### src/rtl/alu_pkg.sv
// Shared ALU definitions: state encoding for the sequential shifter,
// default operand widths and ALU operation codes for the future alu top.
package alu_pkg;

    localparam int unsigned DEF_WIDTH   = 32;
    localparam int unsigned DEF_SHAMT_W = 5;

    typedef enum logic [1:0] {
        IDLE  = 2'd0,
        SHIFT = 2'd1,
        DONE  = 2'd2
    } shift_state_t;

    typedef enum logic [3:0] {
        ALU_SRL = 4'd5,
        ALU_SRA = 4'd13
    } alu_op_t;

endpackage

### src/rtl/shift_right_seq.sv
// Iterative right shifter: one bit per clock, logical or arithmetic,
// with a valid/ready handshake on both the request and result sides.
module shift_right_seq
    import alu_pkg::*;
#(
    parameter int unsigned WIDTH   = DEF_WIDTH,
    parameter int unsigned SHAMT_W = DEF_SHAMT_W
) (
    input  logic             clk,
    input  logic             reset,
    input  logic             in_valid,
    output logic             in_ready,
    input  logic [WIDTH-1:0] rs1,
    input  logic [WIDTH-1:0] rs2,
    input  logic             arith,
    output logic             out_valid,
    input  logic             out_ready,
    output logic [WIDTH-1:0] rd,
    output logic             busy
);

    shift_state_t       state;
    logic [WIDTH-1:0]   work;
    logic [SHAMT_W-1:0] cnt;
    logic               fill;

    logic [SHAMT_W-1:0] amt;
    logic [WIDTH-1:0]   shifted;
    logic               unused_rs2_hi;

    // Decode the request amount and the next one-bit shift of the working value.
    always_comb begin
        amt     = rs2[SHAMT_W-1:0];
        shifted = {fill, work[WIDTH-1:1]};
    end

    // Only the low SHAMT_W bits of rs2 carry the shift amount.
    assign unused_rs2_hi = ^rs2[WIDTH-1:SHAMT_W];

    // Handshake flags follow directly from the registered state.
    always_comb begin
        in_ready = (state == IDLE);
        busy     = (state != IDLE);
    end

    // Control FSM with the counter, working register and registered result.
    always_ff @(posedge clk or negedge reset) begin
        if (!reset) begin
            state     <= IDLE;
            work      <= '0;
            cnt       <= '0;
            fill      <= 1'b0;
            rd        <= '0;
            out_valid <= 1'b0;
        end else begin
            case (state)
                IDLE: begin
                    if (in_valid) begin
                        work <= rs1;
                        fill <= arith & rs1[WIDTH-1];
                        if (amt == '0) begin
                            cnt       <= '0;
                            rd        <= rs1;
                            out_valid <= 1'b1;
                            state     <= DONE;
                        end else begin
                            cnt   <= amt;
                            state <= SHIFT;
                        end
                    end
                end
                SHIFT: begin
                    work <= shifted;
                    cnt  <= cnt - SHAMT_W'(1);
                    if (cnt == SHAMT_W'(1)) begin
                        rd        <= shifted;
                        out_valid <= 1'b1;
                        state     <= DONE;
                    end
                end
                DONE: begin
                    if (out_ready) begin
                        out_valid <= 1'b0;
                        state     <= IDLE;
                    end
                end
                default: begin
                    out_valid <= 1'b0;
                    state     <= IDLE;
                end
            endcase
        end
    end

endmodule

### config.mk
export PLATFORM = sky130hd
export DESIGN_NAME = shift_right_seq
export DESIGN_NICKNAME = d
export VERILOG_FILES = /design/src/rtl/alu_pkg.sv /design/src/rtl/shift_right_seq.sv
export SDC_FILE = /design/constraint.sdc
export NUM_CORES = 1
export LEC_CHECK = 0
export ABC_AREA = 1
export CAP_MARGIN = 20
export CORE_MARGIN = 2
export CORE_UTILIZATION = 47
export CTS_CLUSTER_SIZE = 20
export DETAILED_ROUTE_END_ITERATION = 10
export PLACE_DENSITY_LB_ADDON = 0.12
export SKIP_CTS_REPAIR_TIMING = 1
export SYNTH_ARGS = -nofsm -noshare
export SYNTH_HDL_FRONTEND = slang
export SYNTH_SLANG_ARGS = --single-unit
export TNS_END_PERCENT = 1
### constraint.sdc
create_clock -name clk -period 1.9 [get_ports clk]
set_input_delay 0.19 -clock clk [delete_from_list [all_inputs] [get_ports clk]]
set_output_delay 0.19 -clock clk [all_outputs]
set_load 0.005 [all_outputs]
; ---- Word-level counts from Yosys, hierarchy flattened
; Index checks and enable logic that the tools add are counted.
[op_classes]
mux = 19
n_reduce_logical = 9
addsub = 1
shifts = 0
multipliers = 0
n_lt_le_gt_ge = 0
bitwise = 1
n_div = 0
n_eq_ne = 7
[ops]
columns = cell, count
row1 = $mux 32, 4
row2 = $pmux 32 s2, 2
row3 = $mux 5, 2
row4 = $pmux 5 s2, 1
row5 = $mux 2, 4
row6 = $reduce_and 4->1, 2
row7 = $ne 2x2->1 const B, 3
row8 = $pmux 2 s3, 1
row9 = $eq 5x1->1 const B, 1
row10 = $logic_not 5->1, 1
row11 = $sub 5x1->5 const B, 1
row12 = $mux 1, 4
row13 = $reduce_and 2->1, 2
row14 = $reduce_bool 2->1, 2
row15 = $pmux 1 s3, 1
row16 = $reduce_and 3->1, 1
row17 = $eq 2x1->1 const B, 1
row18 = $eq 2x2->1 const B, 1
row19 = $logic_not 2->1, 1
row20 = $ne 2x1->1 const B, 1
row21 = $and 1x1->1, 1
[totals]
latchBits = 0
mem_count = 0
ramBits = 0
rom_bits = 0
reg_bits = 73
inputBits = 69
wordCells = 43
output_inout_bits = 35

; ---- Logic depth before layout (Yosys ltp)
[depth]
depth_word = 4
depth_mapped = 10
ltp_nobuf = 9

; ---- Worst setup path after synthesis
; No wires, ideal clock.
[synth_path]
path_type = reg2reg
startpoint = register state[0]
endpoint = register rd[0]
arrival_time_ns = 1.262
path_stages_with_launch = 9
synth_period_minus_slack_ns = 1.379
path_buffers = 2
setup_ns = 0.117
setup_slack_ns = 0.521
t_required_ns = 1.783
path_cell_list = dfrtp_1 buf_4 nor2_4 nand2_1 nand2_4 nand3_4 buf_2 nand2_1 nand2_1
[synth_between]
elab_chain_cells = 3
word_cells_on_any_way = 8
cone_classes = 4 x eq/ne / 1 x mux / 3 x reduce/logical
[synth_rtl]
columns = element, line_no
row1 = start: declaration, shift_right_seq.sv:22  ; shift_state_t state;
row2 = start signal: assignment, shift_right_seq.sv:49  ; state <= IDLE;
row3 = start signal: assignment, shift_right_seq.sv:65  ; state <= DONE;
row4 = start signal: assignment, shift_right_seq.sv:68  ; state <= SHIFT;
row5 = $logic_not 2->1 (*), n/a
row6 = net in_ready, shift_right_seq.sv:12  ; output logic in_ready,
row7 = $ne 2x1->1 (no line) (tied with other cells), n/a
row8 = $reduce_and 4->1 (no line), n/a
row9 = end signal: assignment, shift_right_seq.sv:63  ; rd <= rs1;
row10 = end signal: assignment, shift_right_seq.sv:76  ; rd <= shifted;
row11 = end: declaration, shift_right_seq.sv:18  ; output logic [WIDTH-1:0] rd,
; The timed path passes the listed nets; every way through them passes the cells marked *.
; A chain may end at the register's enable or synchronous reset.

; ---- Worst setup path in the final report
[layout_path]
startpoint = register state[0]
endpoint = output in_ready
[layout_between]
elab_chain_cells = 1
[layout_rtl]
columns = element, line_no
row1 = $logic_not 2->1, shift_right_seq.sv:42  ; in_ready = (state == IDLE);
row2 = end: declaration, shift_right_seq.sv:12
; Every way passes these cells.

==> key figures <==
STA
  – Sum Neg Setup Slack: 0 ns
  – Hold WS: 0.350 ns
  – Max Fclk: about 600 MHz
  – Final Hold Viols: 0
  – Worst-margin pin slew: just over 0.6 ns
  – Clock skew: around 0.009 ns
  – Final worst-path cycle share: about nine tenths
  – RSZ-0062 raised after global routing: no
  – Final setup violation count: 0
  – Relative max-transition margin: 59.5%
  – Max Slew Vio Count: 0
  – Final period demand of the worst path: ~1.7 ns

Yosys
  – Top_reg_cell synth: dfrtp_1
  – Syn_area_per_cell: about 7.7 sq um
  – Main area contributors after synthesis: dfrtp_1, nand2_1, nand3_1
  – Top-count cell post-synth: nand2_1
  – #FFs+latches synth: ~70
  – Synthesized instance count: around 450
  – Syn nets: 525
  – Synth area leader: dfrtp_1
  – Post-synthesis sequential area ratio: 51.7%
  – Top cells by count, synth: nand2_1, dfrtp_1, nand3_1
  – Area of the mapped netlist: around 3500 sq um
  – Post-synthesis cell type count: 20
  – Post-synth top area share: 51.7%
  – Number of flops mapped to enable cells by yosys: 0
  – Ys Warns: 0
  – Post-synth ARST share: between 90% and 100%

Clock tree
  – Total number of H-tree levels: 3
  – Clock-pin slew of the registers on the worst-case setup and hold paths: roughly 0.070 ns
  – Clock sinks: 72
  – Clock Latency Late Sink: around 0.34 ns
  – TritonCTS clock tree: done
  – Clk root buf: clkbuf_8
  – TritonCTS buffer count: 9
  – Clk buf depth: 2

Worst setup path
  – Critical Path End Type: output pin
  – Arr. time, crit path: between 1.5 and 2 ns
  – Crit path launch type: flop
  – Max incr delay on CP: between 0.5 and 0.6 ns
  – Critical path class: reg -> out
  – Crit Reg-Reg Endpoint: rd[13]$_DFFE_PN0P_
  – Reg2reg path depth: 6
  – Buf+Inv Stages, Crit Path: 1
  – Flop2flop setup slack: 0.24 ns
  – CP Cell Sequence: nor2_4, clkdlybuf4s50_1
  – CP Max Fanout: 5
  – Reg-to-reg startpoint: state[0]$_DFFE_PN0P_
  – Req. time, crit path: about 1.7 ns
  – CP top delay family: buffers and inverters
  – Slowest stage cell, crit path: clkdlybuf4s50_1

Placement
  – Placed wire-length estimate: ~5.4 mm
  – Port bufs: 76
  – Cell Area, Placed: 4320 sq um
  – GPL Wtd Cong: slightly below 0.9

GRT
  – Vias in the first global route: roughly 3200
  – Largest net degree at the start of global routing: 38
  – Gr usage total: about 22%
  – Global-route wire length before repair: 14.7 mm
  – Grt ovf: 0
  – Antenna violations before repair: 0

Power
  – Sequential Power Share: around 33%
  – PD cells: about 1800 nW/um^2
  – Lkg Pwr: 0.00236 uW
  – Logic gate share of total power: about half
  – Overall Power: slightly above 8000 uW
  – Clock Power Share: about 16%
  – Switching share of power: a little over two fifths
  – Int Pwr: between 4000 and 5000 uW
  – Worst vdd ir: just over 900 uV
  – P_sw: roughly 3500 uW

Hold path
  – Worst hold-check path type: in -> async

Die
  – Row count: 31
  – Initial Util: around half
  – Die Wd: around 90 microns
  – Core Box Area: 7210 sq um
  – IO Pins: roughly 100
  – Die Y: roughly 90 microns
  – Die area: roughly 8000 sq um

Cells and area
  – Nets: 596
  – Fill cells: 674
  – Ant diodes: 0
  – Post-route design area: approximately 4500 sq um
  – Reg area: approximately 1800 sq um
  – Area Overhead vs Synth: 30.4%
  – Core Util, Final: 63.0%
  – Share of layout cells above drive strength 1: about 6.4%
  – Multi-input gate area: around 1500 sq um

Outcome
  – Status: finished, final reports clean

Detailed routing
  – DRC: 0
  – Via count: roughly 3200
  – Post-route ant nets: 0
  – Via density: about 5.1
  – Post-Route WL: roughly 8.4 mm
  – Pre-antenna DRT Iters: 5
  – Routed len/inst: 13.3 microns
  – Detailed Route Iter0 Violations: about 230

Run
  – Max-cap viol count: 0
==> worst register-to-register path, cell delays in order, from the launching register on <==
cell	delay, ns
dfrtp_1	0.46
nand2_4	0.25
inv_2	0.12
nand2_2	0.12
nand3_4	0.35
nand2_1	0.18
nand2_1	0.06
==> registers in the layout, indices dropped and copies added, names as in the netlist <==
register / cells
work: 31
fill: 1
rd: 32
cnt: 5
state: 2
out_valid: 1
==> power by group through the flow <==
stage	logic, uW	clock network, uW	registers [uW]
after floorplan	2730	0	2670
after global placement	4090	0	2690
after detailed placement	4180	0	2720
after CTS	4200	1350	2700
after global routing	4750	1420	2800
final	4160	1330	2700
==> layout by cell type (no fill, tap or decap), types with 2 or more instances in the layout <==
cell type / synthesis / final
o211ai_1: 2 / 2
nand2_4: 2 / 2
ha_1: 2 / 2
nand2_1: 243 / 243
buf_4: 1 / 12
clkbuf_1: 9 / 3
nand3_1: 40 / 40
nor2_1: 6 / 6
bufinv_16: 0 / 2
nand4_1: 32 / 32
clkdlybuf4s50_1: 0 / 75
dfrtp_1: 72 / 72
inv_1: 11 / 11
inv_2: 3 / 3
clkbuf_8: 0 / 10
o21ai_0: 7 / 7
==> per-stage QoR <==
step | instances | worst slack (ns)
3_3_place_gp | 612 | 0.185
2_1_floorplan | 454 | 0.521
6_report | 629 | 0.191
3_5_place_dp | 612 | 0.173
5_1_grt | 629 | 0.0155
4_1_cts | 628 | 0.178
==> worst max-delay path by stage <==
stage	from	to	cells past startpoint
detailed placement	in_valid	cnt[3]$_DFFE_PN0P_	7
finish	state[0]$_DFFE_PN0P_	in_ready	2
global placement	in_valid	cnt[3]$_DFFE_PN0P_	7
CTS	state[0]$_DFFE_PN0P_	in_ready	2
floorplan	state[0]$_DFFE_PN0P_	rd[0]$_DFFE_PN0P_	8
global route	state[1]$_DFFE_PN0P_	rd[22]$_DFFE_PN0P_	7
==> cell families (layout without fill, tap and decap cells) <==
| logic type | count (synthesis) | after routing | synth area share, % |
|---|---|---|---|
| compound gates | 10 | 10 | 1.58 |
| fa+ha+maj | 2 | 2 | 0.718 |
| buf+inv | 43 | 119 | 5.78 |
| flops | 72 | 72 | 51.7 |
| simple gates | 327 | 327 | 40.2 |
==> routing by layer <==
| metal | track usage [%] | up-vias | wire length [microns] |
|---|---|---|---|
| li1 | - | 1601 | - |
| met1 | 30.0 | 1484 | 3840 |
| met5 | 0 | - | 0 |
| met2 | 34.0 | 104 | 3880 |
| met3 | 5.11 | 10 | 488 |
| met4 | 10.8 | 0 | 147 |
==> final cells by class <==
cell class,count,area share (%)
timing repair buffer,89,19.2
tap,99,2.73
inverter,14,1.16
clock buffer,13,3.28
clock inverter,3,1.43
multi-input combinational,339,32.6
sequential,72,39.7
(Power assumes the default switching activity.)
